[src/rtl/cordic_arbiter.sv]
// cordic_arbiter: shares one multi-cycle CORDIC core among NUM_REQ requesters.
// A round-robin grant in IDLE hands one angle to the core. The FSM then waits
// for core_done, or for the timeout. It sends one response strobe back to the
// owner and returns to IDLE. Only one job is outstanding at any time.
module cordic_arbiter #(
  parameter int NUM_REQ          = 4,
  parameter int FLOAT_DATA_WIDTH = 32,
  parameter int TIMEOUT_CYCLES   = 1000,
  parameter int TIMEOUT_WIDTH    = 10
) (
  input  logic                                  clk,
  input  logic                                  rst,
  // requester side
  input  logic [NUM_REQ-1:0]                    req_valid,
  input  logic [NUM_REQ*FLOAT_DATA_WIDTH-1:0]   req_angle,
  output logic [NUM_REQ-1:0]                    req_ready,
  output logic [NUM_REQ-1:0]                    rsp_valid,
  output logic [FLOAT_DATA_WIDTH-1:0]           rsp_result,
  output logic                                  rsp_error,
  // core side
  output logic                                  core_start,
  output logic [FLOAT_DATA_WIDTH-1:0]           core_angle,
  output logic                                  core_rst,
  input  logic [FLOAT_DATA_WIDTH-1:0]           core_result,
  input  logic                                  core_done,
  // status
  output logic                                  busy
);

  localparam int IDX_W = (NUM_REQ > 1) ? $clog2(NUM_REQ) : 1;

  typedef enum logic [2:0] {
    IDLE,
    ISSUE,
    WAIT,
    RESPOND,
    RECOVER
  } state_t;

  // Elaboration-time parameter sanity checks.
  if (NUM_REQ < 2 || NUM_REQ > 8) begin : g_bad_num_req
    $error("cordic_arbiter: NUM_REQ must be in 2..8");
  end
  if ((2 ** TIMEOUT_WIDTH) < TIMEOUT_CYCLES) begin : g_bad_timeout_width
    $error("cordic_arbiter: TIMEOUT_WIDTH too narrow for TIMEOUT_CYCLES");
  end

  state_t                        state_q, state_d;
  logic [IDX_W-1:0]              last_grant_q;
  logic [IDX_W-1:0]              owner_id_q;
  logic [FLOAT_DATA_WIDTH-1:0]   result_q;
  logic [TIMEOUT_WIDTH-1:0]      count_q;

  logic [FLOAT_DATA_WIDTH-1:0]   angle_arr [NUM_REQ];
  logic                          grant_found;
  logic [IDX_W-1:0]              grant_idx;
  logic [IDX_W-1:0]              cand;
  logic [NUM_REQ-1:0]            owner_onehot;
  logic                          timeout_hit;

  assign timeout_hit = (count_q == TIMEOUT_WIDTH'(TIMEOUT_CYCLES - 1));

  // Unpack the flat angle bus so the granted slice can be selected by index.
  always_comb begin
    for (int i = 0; i < NUM_REQ; i++) begin
      angle_arr[i] = req_angle[i*FLOAT_DATA_WIDTH +: FLOAT_DATA_WIDTH];
    end
  end

  // Round-robin search: the first valid requester after last_grant, wrapping.
  always_comb begin
    // NOTE: every variable gets a default before any conditional write;
    // a path that leaves one unassigned would infer a latch.
    grant_found = 1'b0;
    grant_idx   = '0;
    cand        = '0;
    for (int k = 1; k <= NUM_REQ; k++) begin
      cand = IDX_W'((int'(last_grant_q) + k) % NUM_REQ);
      if (!grant_found && req_valid[cand]) begin
        grant_found = 1'b1;
        grant_idx   = cand;
      end
    end
  end

  // Decode the current owner into the one-hot response strobe pattern.
  always_comb begin
    owner_onehot = '0;
    for (int i = 0; i < NUM_REQ; i++) begin
      owner_onehot[i] = (owner_id_q == IDX_W'(i));
    end
  end

  // State register; reset forces IDLE asynchronously, aborting any job.
  always_ff @(posedge clk or posedge rst) begin
    // NOTE: sequential state uses non-blocking assignments so that every
    // register samples pre-edge values, independent of statement order.
    if (rst) begin
      state_q <= IDLE;
    end else begin
      state_q <= state_d;
    end
  end

  // Next-state and output decode. The IDLE grant is gated by rst so that
  // req_ready stays low while reset is held.
  always_comb begin
    state_d    = state_q;
    req_ready  = '0;
    rsp_valid  = '0;
    rsp_result = '0;
    rsp_error  = 1'b0;
    core_start = 1'b0;
    core_rst   = 1'b0;
    busy       = 1'b1;
    case (state_q)
      IDLE: begin
        busy = 1'b0;
        if (grant_found && !rst) begin
          req_ready[grant_idx] = 1'b1;
          state_d              = ISSUE;
        end
      end
      ISSUE: begin
        core_start = 1'b1;
        state_d    = WAIT;
      end
      WAIT: begin
        // A done on the expiry cycle still counts as a normal completion.
        if (core_done) begin
          state_d = RESPOND;
        end else if (timeout_hit) begin
          state_d = RECOVER;
        end
      end
      RESPOND: begin
        rsp_valid  = owner_onehot;
        rsp_result = result_q;
        state_d    = IDLE;
      end
      RECOVER: begin
        core_rst  = 1'b1;
        rsp_valid = owner_onehot;
        rsp_error = 1'b1;
        state_d   = IDLE;
      end
      default: begin
        state_d = IDLE;
      end
    endcase
  end

  // Job datapath. It captures the grant, runs the timeout counter, latches the
  // result and advances the round-robin pointer when a job ends.
  always_ff @(posedge clk or posedge rst) begin
    if (rst) begin
      last_grant_q <= IDX_W'(NUM_REQ - 1);
      owner_id_q   <= '0;
      core_angle   <= '0;
      result_q     <= '0;
      count_q      <= '0;
    end else begin
      case (state_q)
        IDLE: begin
          if (grant_found) begin
            owner_id_q <= grant_idx;
            core_angle <= angle_arr[grant_idx];
          end
        end
        ISSUE: begin
          count_q <= '0;
        end
        WAIT: begin
          count_q <= count_q + TIMEOUT_WIDTH'(1);
          if (core_done) begin
            result_q <= core_result;
          end
        end
        RESPOND, RECOVER: begin
          last_grant_q <= owner_id_q;
        end
        default: begin
        end
      endcase
    end
  end

endmodule

[config.mk]
export PLATFORM = sky130hd
export DESIGN_NAME = cordic_arbiter
export DESIGN_NICKNAME = d
export VERILOG_FILES = /design/src/rtl/cordic_arbiter.sv
export SDC_FILE = /design/constraint.sdc
export NUM_CORES = 1
export LEC_CHECK = 0
export ABC_AREA = 1
export CORE_MARGIN = 10
export CORE_UTILIZATION = 42
export DETAILED_ROUTE_END_ITERATION = 6
export MAX_ROUTING_LAYER = met4
export PLACE_DENSITY = 0.83
export RECOVER_POWER = 25
export SYNTH_ARGS = -nofsm -noshare
export SYNTH_HDL_FRONTEND = slang
export SYNTH_SLANG_ARGS = --single-unit
[constraint.sdc]
create_clock -name clk -period 4.45 [get_ports clk]
set_input_delay 0.89 -clock clk [delete_from_list [all_inputs] [get_ports clk]]
set_output_delay 0.89 -clock clk [all_outputs]
set_load 0.01 [all_outputs]
# Yosys cells after proc, flatten, opt, wreduce, memory -nomap -nowiden
# Cells that the tools add are included.
# totals
reg_bits,81
latchBits,0
ramBits,0
romBits,0
in_bits,167
wordCells,78
memories,0
# classes
addsub,5
n_mul,0
div,0
magnitude_cmp,7
eq_ne,10
shifts,0
muxes,33
bitwise,1
reduce_logical,16
# op_table
op,count
2-to-1 mux 32 bit,3
binary-select mux 32 bit (select 2 bit),1
case mux 10 bit (2 select lines),1
"< comparator 2 x 3 -> 1 bit, second input constant",5
2-to-1 mux 1 bit,12
2-to-1 mux 4 bit,3
"adder 10 x 1 -> 10 bit, second input constant",1
"== test 10 bit, second input constant",1
2-to-1 mux 3 bit,3
case mux 3 bit (3 select lines),1
binary-select mux 1 bit (select 2 bit),4
2-to-1 mux 2 bit,4
"== test 3 x 2 -> 1 bit, second input constant",2
AND reduction 2 bit,3
logical AND 1 bit,5
"adder 2 x 1 -> 2 bit, second input constant",2
"adder 2 bit, second input constant",2
"== test 2 bit, second input constant",2
logical NOT 1 bit,4
"== test 3 x 1 -> 1 bit, second input constant",1
"== test 3 bit, second input constant",1
">= comparator 3 bit, second input constant",1
logical NOT 3 bit,1
"!= test 3 bit, second input constant",1
8 further kinds,8

# Logic depth before layout (Yosys ltp)
# depth
depth_word,19
depth_mapped,18
ltp_nobuf,15

# Worst setup path before layout
# OpenSTA, ideal clock, no wires.
# synth_timing
kind,input port to output port
start,input rst
end,output req_ready[0]
arrival_ns,3.310
required_ns,3.560
path_slack_ns,0.250
cell_stages,3
cell_sequence,inv_1 > nand2_1 > nor3_1
# synth_via
elab_chain_cells,4
# synth_lines
item,line_no,rtl
from (decl),12,"input logic rst,"
logical NOT 1 bit (no line),--,
logical AND 1 bit,119,if (grant_found && !rst) begin
2-to-1 mux 4 bit,119,
2-to-1 mux 4 bit,116,case (state_q)
to (decl),16,"output logic [NUM_REQ-1:0] req_ready,"
# No other way between the ends.

# Worst setup path after layout
# layout_timing
start,input req_valid[0]
end,output req_ready[0]
# layout_via
elab_chain_cells,18
# layout_lines
item,line_no,rtl
from (decl),14,"input logic [NUM_REQ-1:0] req_valid,"
binary-select mux 1 bit (select 2 bit),79,if (!grant_found && req_valid[cand]) begin
2-to-1 mux 1 bit (not written as such),79,
2-to-1 mux 1 bit,79,
logical NOT 1 bit,79,
logical AND 1 bit,79,
2-to-1 mux 1 bit,79,
logical NOT 1 bit,79,
logical AND 1 bit,79,
[... 2 more ...],--,
logical AND 1 bit,79,
2-to-1 mux 2 bit,79,
< comparator 2 x 3 -> 1 bit (not written as such) or >= comparator 2 x 1 -> 1 bit (tied branches),120,req_ready[grant_idx] = 1'b1;
logical AND 1 bit (not written as such),120,
2-to-1 mux 1 bit (not written as such),120,
demux 1 bit (select 2 bit),120,
2-to-1 mux 4 bit (*),119,
2-to-1 mux 4 bit (*),116,
# Every way passes the cells marked *; elsewhere a longest branch is shown, timed or not. The select of a mux whose other input is x is not followed.

==> results.cfg <==
[power_and_ir_drop]
p_leak_uw = 0.00387
irDropWorstVdd_uv = 357
powerDensity_nw_per_um2 = 719

[die]
num_io_pins = 243
die-area_um2 = 17200
core_um2 = 12100
initial_core_util = 0.430
die_w_um = 131
core.rowCount = 40
die_y_um = 131

[timing]
post-route-period-util = 0.902
finalSetupViolations = 0
fin_crit_ns = 4.01
fmax_ghz = 0.249
grt_setup_unrepaired = false
finalSetupTns_ns = 0
slew_violations = 83
worstMarginPinSlew_ns = 2.00
layout_setup_ws_ns = 0.437
max_slew_margin = -0.336
timing_hold_violations_final = 0
finalClockSkew_ns = 0.0102

[status]
status = complete, but fails checks
violations = capacitance limit, slew limit

[placed_design]
pre_cts_slack_ns = 0.405
gp_congestion = 0.842
dp_hpwl_mm = 14.0
numPortBuffers = 242

[logic_synthesis]
synth_top_area_frac = 0.381
synth_common_cells = nand2_1 (410), dfrtp_1 (79), nand4_1 (65)
async_flop_share = 1.00
synth_area_leader_cell = dfrtp_1
syn_area_um2 = 5190
ys_seq_area_frac = 0.391
synth.distinct_cells = 31
ys_top_cells_by_area = dfrtp_1 (38%), nand2_1 (30%), nand4_1 (7.8%)
syn_avg_cell_area_um2 = 6.51
synth_edf_count = 0
synth.most_common_cell = nand2_1
syn-num-nets = 965
postSynthCellCount = 797
ys_ff_latch = 81
synth_flop_cell = dfrtp_1
yosysWarnings = 0

[cells_and_area]
layout-drive-gt1-share = 0.0472
fin_nets = 1179
synthToLayoutAreaGrowth_pct = 52.6

[critical_path]
crit_top_cell = nand2_1
worstPathMaxFanout = 14
crit_buf_inv = 3
crit_type = input pin to primary output
worstPathCellList = clkdlybuf4s50_1 > nand2_1 > nand2_1 > nand2_1 > nand2_2 > nor2_4 > nand3_1 > nand2_1 > a21oi_4 > inv_4 > nor3_1 > clkdlybuf4s50_1
cp_top_family = buffers and inverters
start_kind = input pin
critical-path-max-stage-delay_ns = 0.61
cp_slowest_cell = clkdlybuf4s50_1
required_ns = 3.56
end_kind = primary output
worst_ep_arrival_time_ns = 3.12

[route]
ant_nets = 0
vias = 5881
wl_met2_mm = 8.63
routed.top_layer = met4
firstDrtPassIters = 4
wl_per_cell_um = 15.7
drc = 0
met1_length_mm = 8.17
routed_via_density = 4.96
dr_wl_met3_mm = 1.55
wl_mm = 18.7
drtIter0Drc = 308

[global_routing]
grt_pass1_wl_mm = 29.5
overflow = 0
grt_pass1_vias = 5585
antenna_found_initial = 1
track_usage = 0.213
grt_max_degree = 83

[clocking]
cts_resized = 0
cts_tree = done
cts.clk_slew.worst_paths_ns = 0.06
clk_latency_ns = 0.34
postCtsSetupBuffers = 0
numCtsBuffers = 9
root_buffer = clkbuf_16
cts.path.max_buffers = 2
postCtsHoldBufs = 0
htreeDepth = 3
cts_num_sinks = 81

[worst_hold_path]
worst_hold_path_type = flip-flop to flip-flop

[run]
cap_violations = 1
[cell type report]
cell class | count | area [µm²]
fill | 1091 | 4150
multi-input combinational | 605 | 2630
timing repair buffer | 256 | 2520
sequential | 81 | 2030
clock buffer | 11 | 243
inverter | 58 | 226
tap | 168 | 210
clock inverter | 5 | 55.1
antenna | 1 | 2.50
[worst paths after layout]
kind | start | end | slack [ns] | cells past startpoint
max | req_valid[0] | req_ready[0] | 0.44 | 12
min | core_angle[28]$_DFFE_PP0P_ | core_angle[28]$_DFFE_PP0P_ | 0.48 | 2
max reg2reg | last_grant_q[0]$_DFFE_PP1P_ | core_angle[25]$_DFFE_PP0P_ | 1.88 | 15
min reg2reg | core_angle[28]$_DFFE_PP0P_ | core_angle[28]$_DFFE_PP0P_ | 0.48 | 2
max in group asynchronous | rst | core_angle[16]$_DFFE_PP0P_ | 1.47 | 3
min in group asynchronous | rst | core_angle[30]$_DFFE_PP0P_ | 1.79 | 3
[sequential cells by signal, indices dropped and copies added (netlist names)]
name / cells
core_angle: 32
count_q: 10
last_grant_q: 2
owner_id_q: 2
result_q: 32
state_q: 3
[power breakdown]
part | switching [µW] | total [µW] | internal [µW]
Clock | 292 | 740 | 448
Combinational | 2320 | 3710 | 1390
Sequential | 158 | 1240 | 1080
Total | 2770 | 5690 | 2920
[routing by layer]
layer  track usage  up-vias
li1              -     2952
met1         0.265     2676
met2         0.331      235
met3        0.0678       18
met4        0.0488        0
met5             -        -
[stage by stage]
stage	area, µm²	std cells	hold WS [ns]	utilization	power (µW)
2_1_floorplan	5190	797	0.440	-	3860
3_3_place_gp	7620	1168	0.461	0.632	4920
3_5_place_dp	7620	1168	0.464	0.632	4990
4_1_cts	7920	1184	0.480	0.656	5760
5_1_grt	7920	1185	0.502	0.656	6260
6_report	7920	1185	0.478	0.656	5690
[worst min-delay path, stage by stage, from the launching register on]
cell     delay [ns]
dfrtp_1        0.34
nand2_1        0.05
nand2_1        0.05
[cell families (layout without fill, tap and decap cells)]
family / count (synthesis) / in the layout / share of synthesized area
flops: 81 / 81 / 0.391
buf+inv: 111 / 330 / 0.104
compound gates: 56 / 56 / 0.0588
mux: 1 / 1 / 0.00217
simple gates: 547 / 547 / 0.441
other cells: 0 / 1 / 0
fa+ha+maj: 1 / 1 / 0.00241
[cell usage in the layout (no fill, tap or decap), types with 3 or more instances in the layout]
cell type	netlist	layout
nand2_2	4	4
nor3_1	8	8
clkdlybuf4s50_1	0	241
nand3_1	11	11
dfrtp_1	79	79
nand2_1	410	410
nand4_1	65	65
nor2_1	43	42
inv_1	54	53
o21ai_0	40	40
a21oi_1	9	9
inv_4	3	3
buf_4	6	13
clkbuf_16	0	9
Note: power is estimated with default switching activity, not from simulation.
